<file path="config.mk">
export PLATFORM = sky130hd
export DESIGN_NAME = tune_drive_arbiter
export DESIGN_NICKNAME = d
export VERILOG_FILES = /design/src/rtl/tune_arb_pkg.sv /design/src/rtl/tune_arb_pick.sv /design/src/rtl/tune_drive_arbiter.sv
export SDC_FILE = /design/constraint.sdc
export NUM_CORES = 1
export LEC_CHECK = 0
export CAP_MARGIN = 20
export CORE_ASPECT_RATIO = 1.5
export CORE_MARGIN = 4
export CORE_UTILIZATION = 30
export DETAILED_ROUTE_END_ITERATION = 7
export SYNTH_ARGS = -nofsm -noshare
export SYNTH_HDL_FRONTEND = slang
export SYNTH_SLANG_ARGS = --single-unit
</file>
<file path="constraint.sdc">
create_clock -name clk -period 2.98 [get_ports clk]
set_input_delay 0.298 -clock clk [delete_from_list [all_inputs] [get_ports clk]]
set_output_delay 0.298 -clock clk [all_outputs]
set_load 0.05 [all_outputs]
</file>
<file path="src/rtl/tune_arb_pkg.sv">
// tune_arb_pkg
// Shared constants for the tuning-drive arbiter: source indices for the TR, TX
// and TP regulators, the arbiter state encoding and the default data width.
package tune_arb_pkg;

  localparam int W_DEF = 32;

  // Source index, also the bit position in mode/req/ack/nak/gnt
  localparam logic [1:0] SRC_TR = 2'd0;
  localparam logic [1:0] SRC_TX = 2'd1;
  localparam logic [1:0] SRC_TP = 2'd2;

  typedef enum logic [2:0] {
    ST_IDLE,
    ST_LOAD,
    ST_RUN,
    ST_ABORT,
    ST_GAP
  } state_t;

endpackage

</file>
<file path="src/rtl/tune_arb_pick.sv">
// tune_arb_pick
// Combinational fixed-priority picker, order TR > TP > TX.
// Ports:
//   eligible [2:0]  in   requesting and mode-enabled sources
//   onehot   [2:0]  out  winner as a one-hot vector (0 when none)
//   idx      [1:0]  out  winner index (SRC_TR when none)
//   any             out  at least one source is eligible
module tune_arb_pick
  import tune_arb_pkg::*;
(
  input  logic [2:0] eligible,
  output logic [2:0] onehot,
  output logic [1:0] idx,
  output logic       any
);

  always_comb begin
    onehot = 3'b000;
    idx    = SRC_TR;
    any    = |eligible;
    // TP outranks TX even though its index is higher
    if (eligible[SRC_TR]) begin
      onehot[SRC_TR] = 1'b1;
      idx            = SRC_TR;
    end else if (eligible[SRC_TP]) begin
      onehot[SRC_TP] = 1'b1;
      idx            = SRC_TP;
    end else if (eligible[SRC_TX]) begin
      onehot[SRC_TX] = 1'b1;
      idx            = SRC_TX;
    end
  end

endmodule

</file>
<file path="src/rtl/tune_drive_arbiter.sv">
// tune_drive_arbiter
// Shares the single PULSE stepper driver between the TR, TX and TP regulators.
// Picks a requester (TR > TP > TX), validates and latches its job, starts PULSE,
// supervises the run (done / mode drop / watchdog), aborts when needed, and then
// holds a dead time before the next grant.
// Ports:
//   clk, rst                 clock, asynchronous active-low reset
//   mode[2:0], req[2:0]      per-source enable and request level (0=TR,1=TX,2=TP)
//   req_L/F1/F2[3*W-1:0]     per-source job parameters, slice i = [i*W +: W]
//   ack/nak[2:0]             one-cycle accept / reject pulses
//   gnt[2:0]                 one-hot driver owner, held through the run
//   drv_start, drv_abort     one-cycle command pulses to PULSE
//   drv_L/F1/F2[W-1:0]       latched job parameters
//   drv_busy, drv_done       PULSE status
//   busy                     arbiter not idle
//   err_tmo                  sticky watchdog flag, cleared by the next ack
module tune_drive_arbiter
  import tune_arb_pkg::*;
#(
  parameter int W       = W_DEF,
  parameter int GAP_CYC = 50,
  parameter int TMO_CYC = 2500000
) (
  input  logic           clk,
  input  logic           rst,
  input  logic [2:0]     mode,
  input  logic [2:0]     req,
  input  logic [3*W-1:0] req_L,
  input  logic [3*W-1:0] req_F1,
  input  logic [3*W-1:0] req_F2,
  output logic [2:0]     ack,
  output logic [2:0]     nak,
  output logic [2:0]     gnt,
  output logic           drv_start,
  output logic           drv_abort,
  output logic [W-1:0]   drv_L,
  output logic [W-1:0]   drv_F1,
  output logic [W-1:0]   drv_F2,
  input  logic           drv_busy,
  input  logic           drv_done,
  output logic           busy,
  output logic           err_tmo
);

  localparam int            GW       = (GAP_CYC > 1) ? $clog2(GAP_CYC) : 1;
  localparam logic [GW-1:0] GAP_LAST = GW'(GAP_CYC - 1);
  localparam logic [W-1:0]  TMO_MAX  = W'(TMO_CYC);

  logic [2:0]   elig, win_oh;
  logic [1:0]   win_idx;
  logic         win_any;
  logic [W-1:0] win_L, win_F1, win_F2;
  logic [W-1:0] wdog_inc;

  state_t        state_q, state_d;
  logic [1:0]    owner_q, owner_d;
  logic [2:0]    gnt_q, gnt_d, ack_q, ack_d, nak_q, nak_d;
  logic          start_q, start_d, abort_q, abort_d, err_q, err_d;
  logic [W-1:0]  l_q, l_d, f1_q, f1_d, f2_q, f2_d;
  logic [W-1:0]  wdog_q, wdog_d;
  logic [GW-1:0] gap_q, gap_d;

  assign elig = req & mode;

  tune_arb_pick u_pick (
    .eligible (elig),
    .onehot   (win_oh),
    .idx      (win_idx),
    .any      (win_any)
  );

  assign win_L    = req_L [int'(win_idx)*W +: W];
  assign win_F1   = req_F1[int'(win_idx)*W +: W];
  assign win_F2   = req_F2[int'(win_idx)*W +: W];
  // Saturating increment: the watchdog never wraps back under the limit
  assign wdog_inc = (wdog_q == TMO_MAX) ? TMO_MAX : wdog_q + W'(1);

  always_comb begin
    state_d = state_q;
    owner_d = owner_q;
    gnt_d   = gnt_q;
    ack_d   = 3'b000;
    nak_d   = 3'b000;
    start_d = 1'b0;
    abort_d = 1'b0;
    err_d   = err_q;
    l_d     = l_q;
    f1_d    = f1_q;
    f2_d    = f2_q;
    wdog_d  = wdog_q;
    gap_d   = gap_q;
    case (state_q)
      ST_IDLE: begin
        // A rejected source still holds req during its nak cycle; skipping
        // arbitration for that one cycle prevents a duplicate nak.
        if (win_any && (nak_q == 3'b000)) begin
          if (win_F1 > win_F2) begin
            nak_d = win_oh;
          end else if (win_L == '0) begin
            ack_d   = win_oh;
            err_d   = 1'b0;
            gap_d   = '0;
            state_d = ST_GAP;
          end else begin
            ack_d   = win_oh;
            start_d = 1'b1;
            err_d   = 1'b0;
            gnt_d   = win_oh;
            owner_d = win_idx;
            l_d     = win_L;
            f1_d    = win_F1;
            f2_d    = win_F2;
            wdog_d  = '0;
            state_d = ST_LOAD;
          end
        end
      end
      // LOAD is the ack/drv_start cycle; it supervises exactly like RUN
      ST_LOAD, ST_RUN: begin
        wdog_d = wdog_inc;
        if (drv_done) begin
          gnt_d   = 3'b000;
          gap_d   = '0;
          state_d = ST_GAP;
        end else if (!mode[owner_q]) begin
          abort_d = 1'b1;
          state_d = ST_ABORT;
        end else if (wdog_inc == TMO_MAX) begin
          err_d   = 1'b1;
          abort_d = 1'b1;
          state_d = ST_ABORT;
        end else begin
          state_d = ST_RUN;
        end
      end
      ST_ABORT: begin
        // Let PULSE see the abort pulse before trusting drv_busy
        if (!abort_q && !drv_busy) begin
          gnt_d   = 3'b000;
          gap_d   = '0;
          state_d = ST_GAP;
        end
      end
      ST_GAP: begin
        if (gap_q == GAP_LAST) state_d = ST_IDLE;
        else                   gap_d   = gap_q + GW'(1);
      end
      default: state_d = ST_IDLE;
    endcase
  end

  always_ff @(posedge clk or negedge rst) begin
    if (!rst) begin
      state_q <= ST_IDLE;
      owner_q <= SRC_TR;
      gnt_q   <= 3'b000;
      ack_q   <= 3'b000;
      nak_q   <= 3'b000;
      start_q <= 1'b0;
      abort_q <= 1'b0;
      err_q   <= 1'b0;
      l_q     <= '0;
      f1_q    <= '0;
      f2_q    <= '0;
      wdog_q  <= '0;
      gap_q   <= '0;
    end else begin
      state_q <= state_d;
      owner_q <= owner_d;
      gnt_q   <= gnt_d;
      ack_q   <= ack_d;
      nak_q   <= nak_d;
      start_q <= start_d;
      abort_q <= abort_d;
      err_q   <= err_d;
      l_q     <= l_d;
      f1_q    <= f1_d;
      f2_q    <= f2_d;
      wdog_q  <= wdog_d;
      gap_q   <= gap_d;
    end
  end

  assign ack       = ack_q;
  assign nak       = nak_q;
  assign gnt       = gnt_q;
  assign drv_start = start_q;
  assign drv_abort = abort_q;
  assign drv_L     = l_q;
  assign drv_F1    = f1_q;
  assign drv_F2    = f2_q;
  assign err_tmo   = err_q;
  assign busy      = (state_q != ST_IDLE);

endmodule

</file>
* Word level (Yosys, flattened, before mapping)
Cells that the tools add are included.
Word-level totals: register bits after elaboration 151
Operators by class: add/subtract/negate cells 2, magnitude comparators 2, eq/ne operators 18, shifts and indexed selects 3, muxes and demuxes 57, bitwise gates (word level) 3, reduce and logical (&&, ||, !) cells 19
Operators by type and width (number):
- 96-bit by 8-bit indexed part select with 32-bit output | 3
- 32-bit two-way mux | 4
- 32-bit by 22-bit equality test with 1-bit output (second input constant) | 2
- 32-bit one-hot mux with 2 select lines | 1
- 3-bit two-way mux | 17
- 6-bit two-way mux | 6
- 32-bit by 1-bit adder with 32-bit output (second input constant) | 1
- 32-bit > comparator | 1
- 32-bit logical NOT | 1
- 6-bit one-hot mux with 4 select lines | 1
- 2-bit != test (second input constant) | 11
- 1-bit two-way mux | 21
- 3-bit one-hot mux with 4 select lines | 1
- 4-bit AND reduction | 3
- 6-bit AND reduction | 2
- 3-bit one-hot mux with 3 select lines | 1
- 7-bit AND reduction | 1
- 6-bit by 1-bit adder with 6-bit output (second input constant) | 1
- 3-bit by 2-bit equality test with 1-bit output (second input constant) | 2
- 6-bit equality test (second input constant) | 1
- 3-bit logical NOT | 2
- 2-bit two-way mux | 3
- 3-bit nonzero test | 2
- 4-bit nonzero test | 1
- other kinds (12) | 15

* Longest topological paths before layout
Gate-level depths: netlist of the first run.
depth after elaboration 10, mapped depth 20, gate-level depth less buffers 15

* By module
A second synthesis of the first run with hierarchy kept.
Second synthesis, totals: cell total of the unflattened synthesis 1060, area total of the unflattened synthesis 10304.9 um^2
Modules (own cells, without submodules):
- tune_drive_arbiter | instances 1, cells an instance 1054, area an instance 10261.1 um^2, sequential area each 3778.6 um^2
- tune_arb_pick | instances 1, cells an instance 6, area an instance 43.8 um^2, sequential area each 0.0 um^2

* Worst setup path after synthesis of the first run
No wires, ideal clock.
kind input-to-reg, from in mode[0], to reg owner_q[0], setup time 125 ps, data arrival time 4169 ps, data required time 2855 ps, setup slack -1314 ps, cell stages on the path 19, cells stage by stage a22o_4 > buf_2 > nor2_1 > clkbuf_1 > buf_1 > nand2_1 > a21oi_1 > a21oi_1 > ha_1 > nand4_1 > nor4_1 > and2_1 > o22ai_1 > or3_1 > clkbuf_1 > nor2_1 > buf_2 > buf_2 > mux2_2
Between the ends: word-level cells in the longest chain between the ends 6, elaborated cells between the ends (all ways) 12, those cells by class 1 x order compare; 3 x shift; 1 x mux; 3 x bitwise; 4 x reduce/logical
RTL lines:
- from (decl) | line tune_drive_arbiter.sv:26 | input logic [2:0] mode,
- 3-bit bitwise AND * | line tune_drive_arbiter.sv:63 | assign elig = req & mode;
- 2-bit two-way mux | line tune_arb_pick.sv:22 | if (eligible[SRC_TR]) begin
- 96-bit by 8-bit indexed part select with 32-bit output, on equally long branches | line tune_drive_arbiter.sv:73, tune_drive_arbiter.sv:72, tune_drive_arbiter.sv:74
- 32-bit > comparator / 32-bit logical NOT (equally long branches) | line tune_drive_arbiter.sv:97, tune_drive_arbiter.sv:99
- 1-bit inverter (no line)
- 4-bit AND reduction (no line)
- to (signal assigned) | line tune_drive_arbiter.sv:169 | owner_q <= owner_d;
- to (decl) | line tune_drive_arbiter.sv:56 | logic [1:0] owner_q, owner_d;
Every way passes the cells marked *; elsewhere a longest branch is shown, timed or not. A chain may end at the register's enable or synchronous reset.

* Final worst setup path of the first run
from in mode[0], to reg gap_q[5]
Between the ends: word-level cells in the longest chain between the ends 6, elaborated cells between the ends (all ways) 13, those cells by class 1 x order compare; 3 x eq/ne; 3 x shift; 1 x mux; 1 x bitwise; 4 x reduce/logical
RTL lines:
- 3-bit bitwise AND | line tune_drive_arbiter.sv:63
- 2-bit two-way mux | line tune_arb_pick.sv:22
- 96-bit by 8-bit indexed part select with 32-bit output | line tune_drive_arbiter.sv:73 | assign win_F1 = req_F1[int'(win_idx)*W +: W];
- named net win_F1[28] | line tune_drive_arbiter.sv:52 | logic [W-1:0] win_L, win_F1, win_F2;
- 32-bit > comparator | line tune_drive_arbiter.sv:97 | if (win_F1 > win_F2) begin
- 2-bit != test (no line)
- 7-bit AND reduction (no line)
- to (signal assigned) | line tune_drive_arbiter.sv:180 | gap_q <= gap_d;
- to (decl) | line tune_drive_arbiter.sv:61 | logic [GW-1:0] gap_q, gap_d;
The timed path passes the listed nets, and every way through them passes these cells.

==> results.cfg, run 1 <==
[clocking]
cts.clk_slew.worst_paths_ns = 0.07
htreeDepth = 4
cts_buffer_depth = 2
cts_tree = yes
cts.sinks = 151
insertion_delay_ns = 0.43
cts_buffers = 17
cts_root_buffer = clkbuf_16

[power_and_ir_drop]
p_leak_nw = 7.96
powerDensity_nw_per_um2 = 833
vdd.ir_drop.worst_v = 0.000492

[logic_synthesis]
syn_nets = 1520
synth_cell_types = 64
synth_edf_count = 0
synth-main-ff-cell = dfrtp_1
avgSynthCellArea_sq_um = 8.49
yosys_warnings = 0
synth_top_area_share_pct = 37.5
ys_seq_area_share_pct = 37.5
ys_top_cells_by_area = dfrtp_1, mux2_2, nand2_1
syn_area_sq_um = 10100
ys_ff_latch = 151
netlist_instances = 1186
synth.most_common_cell = nand2_1
synth.largest_area_cell = dfrtp_1
synth_common_cells = nand2_1, dfrtp_1, a21oi_1
async_flop_share_pct = 100

[final_layout]
fillCellCount = 2840
design_area_sq_um = 19200
drive_above_1_share_pct = 31.3
nets = 2099
syn_to_final_growth_pct = 91.1
diodes = 0
fin_cells = 2193

[drt]
drt_iter0_drc = 812
via_count = 12027
drt_wl_total_mm = 51.2
antenna_left = 0
wire_per_inst_um = 23.3
avgViaCountPerCell = 5.48
dr.pass1.iters = 6
drcViolationCount = 0

[placed_design]
place_inst = 2084
preCtsSetupSlack_ns = -1.79
port_buffers = 406
placed_cell_area_sq_um = 15800
gp_congestion = 0.956
dp_hpwl_mm = 35.9

[sta]
post-route-period-util_pct = 126
setup_viol = 149
layout_setup_ws_ns = -0.771
fin_skew_ns = 0.00834
finalHoldViolCount = 0
max_clock_freq_mhz = 267
grt_setup_unrepaired = yes
period_needed_ns = 3.75
maxSlewViolCount = 0
maxSlewHeadroom_pct = 49.9
tightest_slew_ns = 0.752

[die]
die_h_um = 232
die_area_sq_um = 36600
start_util_pct = 30.7
fp.dieW_um = 158
ios = 407
core.rowCount = 81
core_sq_um = 32800

[setup_path]
ff2ff_path_depth = 11
critPathCaptureType = flip-flop
crit_path_start_kind = input pin
crit_fanout = 7
worstPathRequired_ns = 3.30
cp-startpoint = mode[0]
reg2reg_slack_ns = 0
critPathArrivalTime_ns = 4.07
reg2reg_from = wdog_q[1]
worstSetupPathType = in2reg
r2r_end = state_q[0]

[global_route]
grt_pass1_vias = 12028
antenna_found_initial = 0
track_usage_pct = 26.0
grt_max_degree = 68
grt_pass1_wl_mm = 71.8
overflow = 0

[min_path]
hp-class = in2async

[status]
status = finished, violations left
violations = negative setup slack

[run]
maxCapViolations = 0
flip-flops by register name, indices dropped and copies added (netlist names):
register and cells:
drv_L 32, err_tmo 1, drv_F1 32, nak 3, drv_abort 1, ack 3, state_q 3, drv_F2 32
wdog_q 32, owner_q 2, drv_start 1, gap_q 6, gnt 3
worst max-delay path: stages:
cell and delay (ns):
buf_8 0.10, a22o_4 0.26, nor2_4 0.22, buf_12 0.20, buf_12 0.13, nand2_1 0.05, a31oi_1 0.33, buf_4 0.20
ha_1 0.23, nand4_1 0.21, nor3_1 0.10, a221oi_2 0.33, o22ai_4 0.11, buf_6 0.13, nor3b_2 0.18, or4b_4 0.48
and2_4 0.19, a221o_1 0.31
worst max-delay path by stage:
| stage | endpoint | cells after the start |
|---|---|---|
| 4_1_cts | drv_L[27] | 21 |
| 5_1_grt | gap_q[5] | 20 |
| 3_3_place_gp | drv_L[10] | 16 |
| 2_1_floorplan | gap_q[5] | 18 |
| 6_report | gap_q[5] | 18 |
| 3_5_place_dp | drv_L[6] | 16 |
layer usage:
layer / wire length (um) / track usage, % / up-vias
met4: 2210 / 9.82 / 0
met1: 18500 / 29.0 / 5871
met5: 0 / 0 / -
met3: 2970 / 4.57 / 108
li1: - / - / 5535
met2: 27500 / 48.4 / 513
layout make-up:
| type | instances | area, sq um | share of cell area [%] |
|---|---|---|---|
| clock inverters | 11 | 118 | 0.612 |
| inverters | 19 | 71.3 | 0.371 |
| multi-input cells | 916 | 7310 | 38.0 |
| flip-flops and latches | 151 | 3780 | 19.6 |
| repair buffers | 660 | 6980 | 36.3 |
| clock buffers | 21 | 460 | 2.39 |
| well taps | 415 | 519 | 2.70 |
report_power, final:
group	internal [mW]	total [mW]	leakage, nW	switching (mW)
Combinational	4.57	10.2	5.78	5.67
Clock	1.21	2.16	0.276	0.950
Sequential	2.90	3.62	1.90	0.713
kinds of logic after synthesis:
logic type,Yosys count,share of synthesized area (%)
simple gates,405,19.7
compound gates,383,23.1
flops,151,37.5
buf+inv,119,5.42
mux,74,8.19
fa+ha+maj,36,4.48
xor+xnor,18,1.57
cells in the final DEF (no fill, tap or decap), types with 18 or more instances in the layout:
master,instances
clkdlybuf4s50_1,399
buf_4,171
nand2_1,164
dfrtp_1,151
mux2_4,67
a21oi_1,58
o21ai_0,55
nor2_1,45
a21oi_2,41
and3_1,39
a31oi_1,32
a2bb2oi_1,32
o21ai_1,31
ha_1,31
buf_12,30
clkbuf_16,27
nand4_1,24
o21ai_2,22
nand3_1,21
buf_6,20
inv_1,18
what timing repair did:
action	CTS	global route
hold endpoints to repair	64	0
hold buffers	1	0
resized for setup	238	188
pin swaps	31	59
setup endpoints to repair	149	150
buffers inserted	37	21
cloned	18	11
stage by stage:
stage	utilization (%)	total power [mW]	setup TNS [ns]	hold WS [ns]
after floorplan	-	8.18	-71.48	0.00241
after global placement	48.1	11.3	-238.03	0.344
after detailed placement	48.1	11.4	-251.74	0.346
after CTS	55.2	15.0	-90.42	0.392
after global routing	58.6	16.6	-111.01	0.480
final	58.6	16.0	-93.77	0.423
Power figures use the tool's default switching activity.
==> run 2: changes to the inputs <==
==> constraint.sdc (replaced) <==
create_clock -name clk -period 3.4 [get_ports clk]
set_input_delay 0.34 -clock clk [delete_from_list [all_inputs] [get_ports clk]]
set_output_delay 0.34 -clock clk [all_outputs]
set_load 0.05 [all_outputs]
==> results.cfg, run 2 (same netlist as run 1, synthesis figures left out) <==
[clocking]
cts_buffers = 17
cts_root_buffer = clkbuf_16
cts.sinks = 151
cts.clk_slew.worst_paths_ns = 0.07
insertion_delay_ns = 0.43
cts_buffer_depth = 2
htreeDepth = 4
cts_tree = yes

[final_layout]
nets = 2054
syn_to_final_growth_pct = 83.4
most-common-layout-cells = clkdlybuf4s50_1, nand2_1, dfrtp_1
drive_above_1_share_pct = 27.6
multiInputGateArea_sq_um = 7040
fin_util_pct = 56.2
regArea_sq_um = 3780
final_common_cell = clkdlybuf4s50_1
design_area_sq_um = 18500
fillCellCount = 2926

[power_and_ir_drop]
powerDensity_nw_per_um2 = 732
power_frac_clock_pct = 15.2
p_comb_share_pct = 60.6
switching_share_pct = 45.7
power.internal_mw = 7.33
p_leak_nw = 7.61
switchingPower_mw = 6.17
vdd.ir_drop.worst_v = 0.000479
power_frac_seq_pct = 24.2

[placed_design]
placed_cell_area_sq_um = 15500
gp_congestion = 0.969
dp_hpwl_mm = 35.6
port_buffers = 406
preCtsSetupSlack_ns = -1.31

[drt]
drt_iter0_drc = 681
avgViaCountPerCell = 5.48
dr.pass1.iters = 6
via_count = 11782
wire_per_inst_um = 23.1
antenna_left = 0
drt_wl_total_mm = 49.7
drcViolationCount = 0

[die]
core.rowCount = 81
die_h_um = 232
ios = 407
fp.dieW_um = 158
start_util_pct = 30.7
core_sq_um = 32800
die_area_sq_um = 36600

[sta]
layout_setup_ws_ns = -0.410
post-route-period-util_pct = 112
fin_skew_ns = 0.00907
period_needed_ns = 3.81
maxSlewHeadroom_pct = 47.3
tightest_slew_ns = 0.790
setup_viol = 144
maxSlewViolCount = 0
finalHoldViolCount = 0
max_clock_freq_mhz = 262
grt_setup_unrepaired = yes

[global_route]
antenna_found_initial = 3
overflow = 0
grt_pass1_wl_mm = 71.7
track_usage_pct = 25.7
grt_pass1_vias = 12231
grt_max_degree = 80

[setup_path]
crit_path_start_kind = input pin
reg2reg_slack_ns = 0.47
crit_fanout = 7
worstPathRequired_ns = 3.71
worstSetupPathType = in2reg
critPathArrivalTime_ns = 4.12
critPathCaptureType = flip-flop

[min_path]
hp-class = in2reg

[status]
violations = negative setup slack
status = finished, violations left

[run]
maxCapViolations = 0
==> run 2: changes by cell type in the layout (fill, tap and decap cells not counted), moves of 8 or more <==
cell and delta:
a31oi_1 +10, buf_4 -30, a21oi_2 -8, a21oi_1 +8, a31oi_4 -12
==> run 2: what timing repair did <==
action	4_1_cts	5_1_grt
resized for setup	237	143
setup endpoints to repair	149	148
cloned	17	7
endpoints found under the hold margin	21	0
pin swaps	43	29
hold buffers	1	0
setup buffers	31	12
==> run 2: critical path, cell delays in order <==
cell	delay [ns]
buf_6	0.10
buf_6	0.11
a22o_4	0.25
nor2_4	0.14
buf_12	0.14
buf_8	0.11
buf_16	0.14
buf_6	0.11
nand2_2	0.05
a21oi_2	0.14
a21oi_2	0.07
ha_1	0.30
nand4_1	0.17
nor4_4	0.37
and2_4	0.19
o22ai_2	0.08
buf_4	0.15
nor3b_2	0.18
or4b_4	0.49
and2_4	0.17
a221o_1	0.31
==> run 2: metal layers <==
metal / GRT usage [%] / part of all wire [%] / up-vias
met5: 0 / 0 / -
met4: 11.9 / 4.9 / 0
met3: 5.24 / 5.9 / 118
met2: 46.8 / 53 / 483
met1: 28.2 / 36 / 5731
li1: - / - / 5450
==> run 2: power by group through the flow <==
stage          Sequential [mW]  Combinational, mW  Clock, mW
4_1_cts                   3.20               7.58       2.08
6_report                  3.26               8.19       2.05
2_1_floorplan             5.02               2.14          0
3_3_place_gp              3.16               6.60          0
3_5_place_dp              3.18               6.65          0
5_1_grt                   3.36               8.54       2.16
==> run 2: cell type report <==
cell class                 count  share of cell area (%)
multi-input combinational    916                    38.1
clock buffer                  18                    2.38
inverter                      19                   0.386
tap                          415                    2.81
antenna                        3                  0.0407
timing repair buffer         615                    34.8
clock inverter                14                    1.02
sequential                   151                    20.5
==> run 2: final timing paths <==
kind | depth (start not counted) | from | endpoint
max | 21 | mode[0] | gap_q[5]
min | 5 | mode[0] | gnt[0]
max reg2reg | 9 | wdog_q[17] | state_q[0]
min reg2reg | 2 | drv_F2[17] | drv_F2[17]
max in group asynchronous | 3 | rst | drv_L[16]
min in group asynchronous | 2 | rst | ack[1]
==> run 2: through the flow <==
step / std cells / power, mW / TNS [ns] / hold WS (ns)
final: 2151 / 13.5 / -40.03 / 0.457
after global routing: 2151 / 14.1 / -52.36 / 0.463
after CTS: 2139 / 12.9 / -30.10 / 0.427
after detailed placement: 2062 / 9.83 / -175.65 / 0.419
after global placement: 2062 / 9.76 / -171.14 / 0.415
after floorplan: 1186 / 7.15 / -18.81 / 0.0444
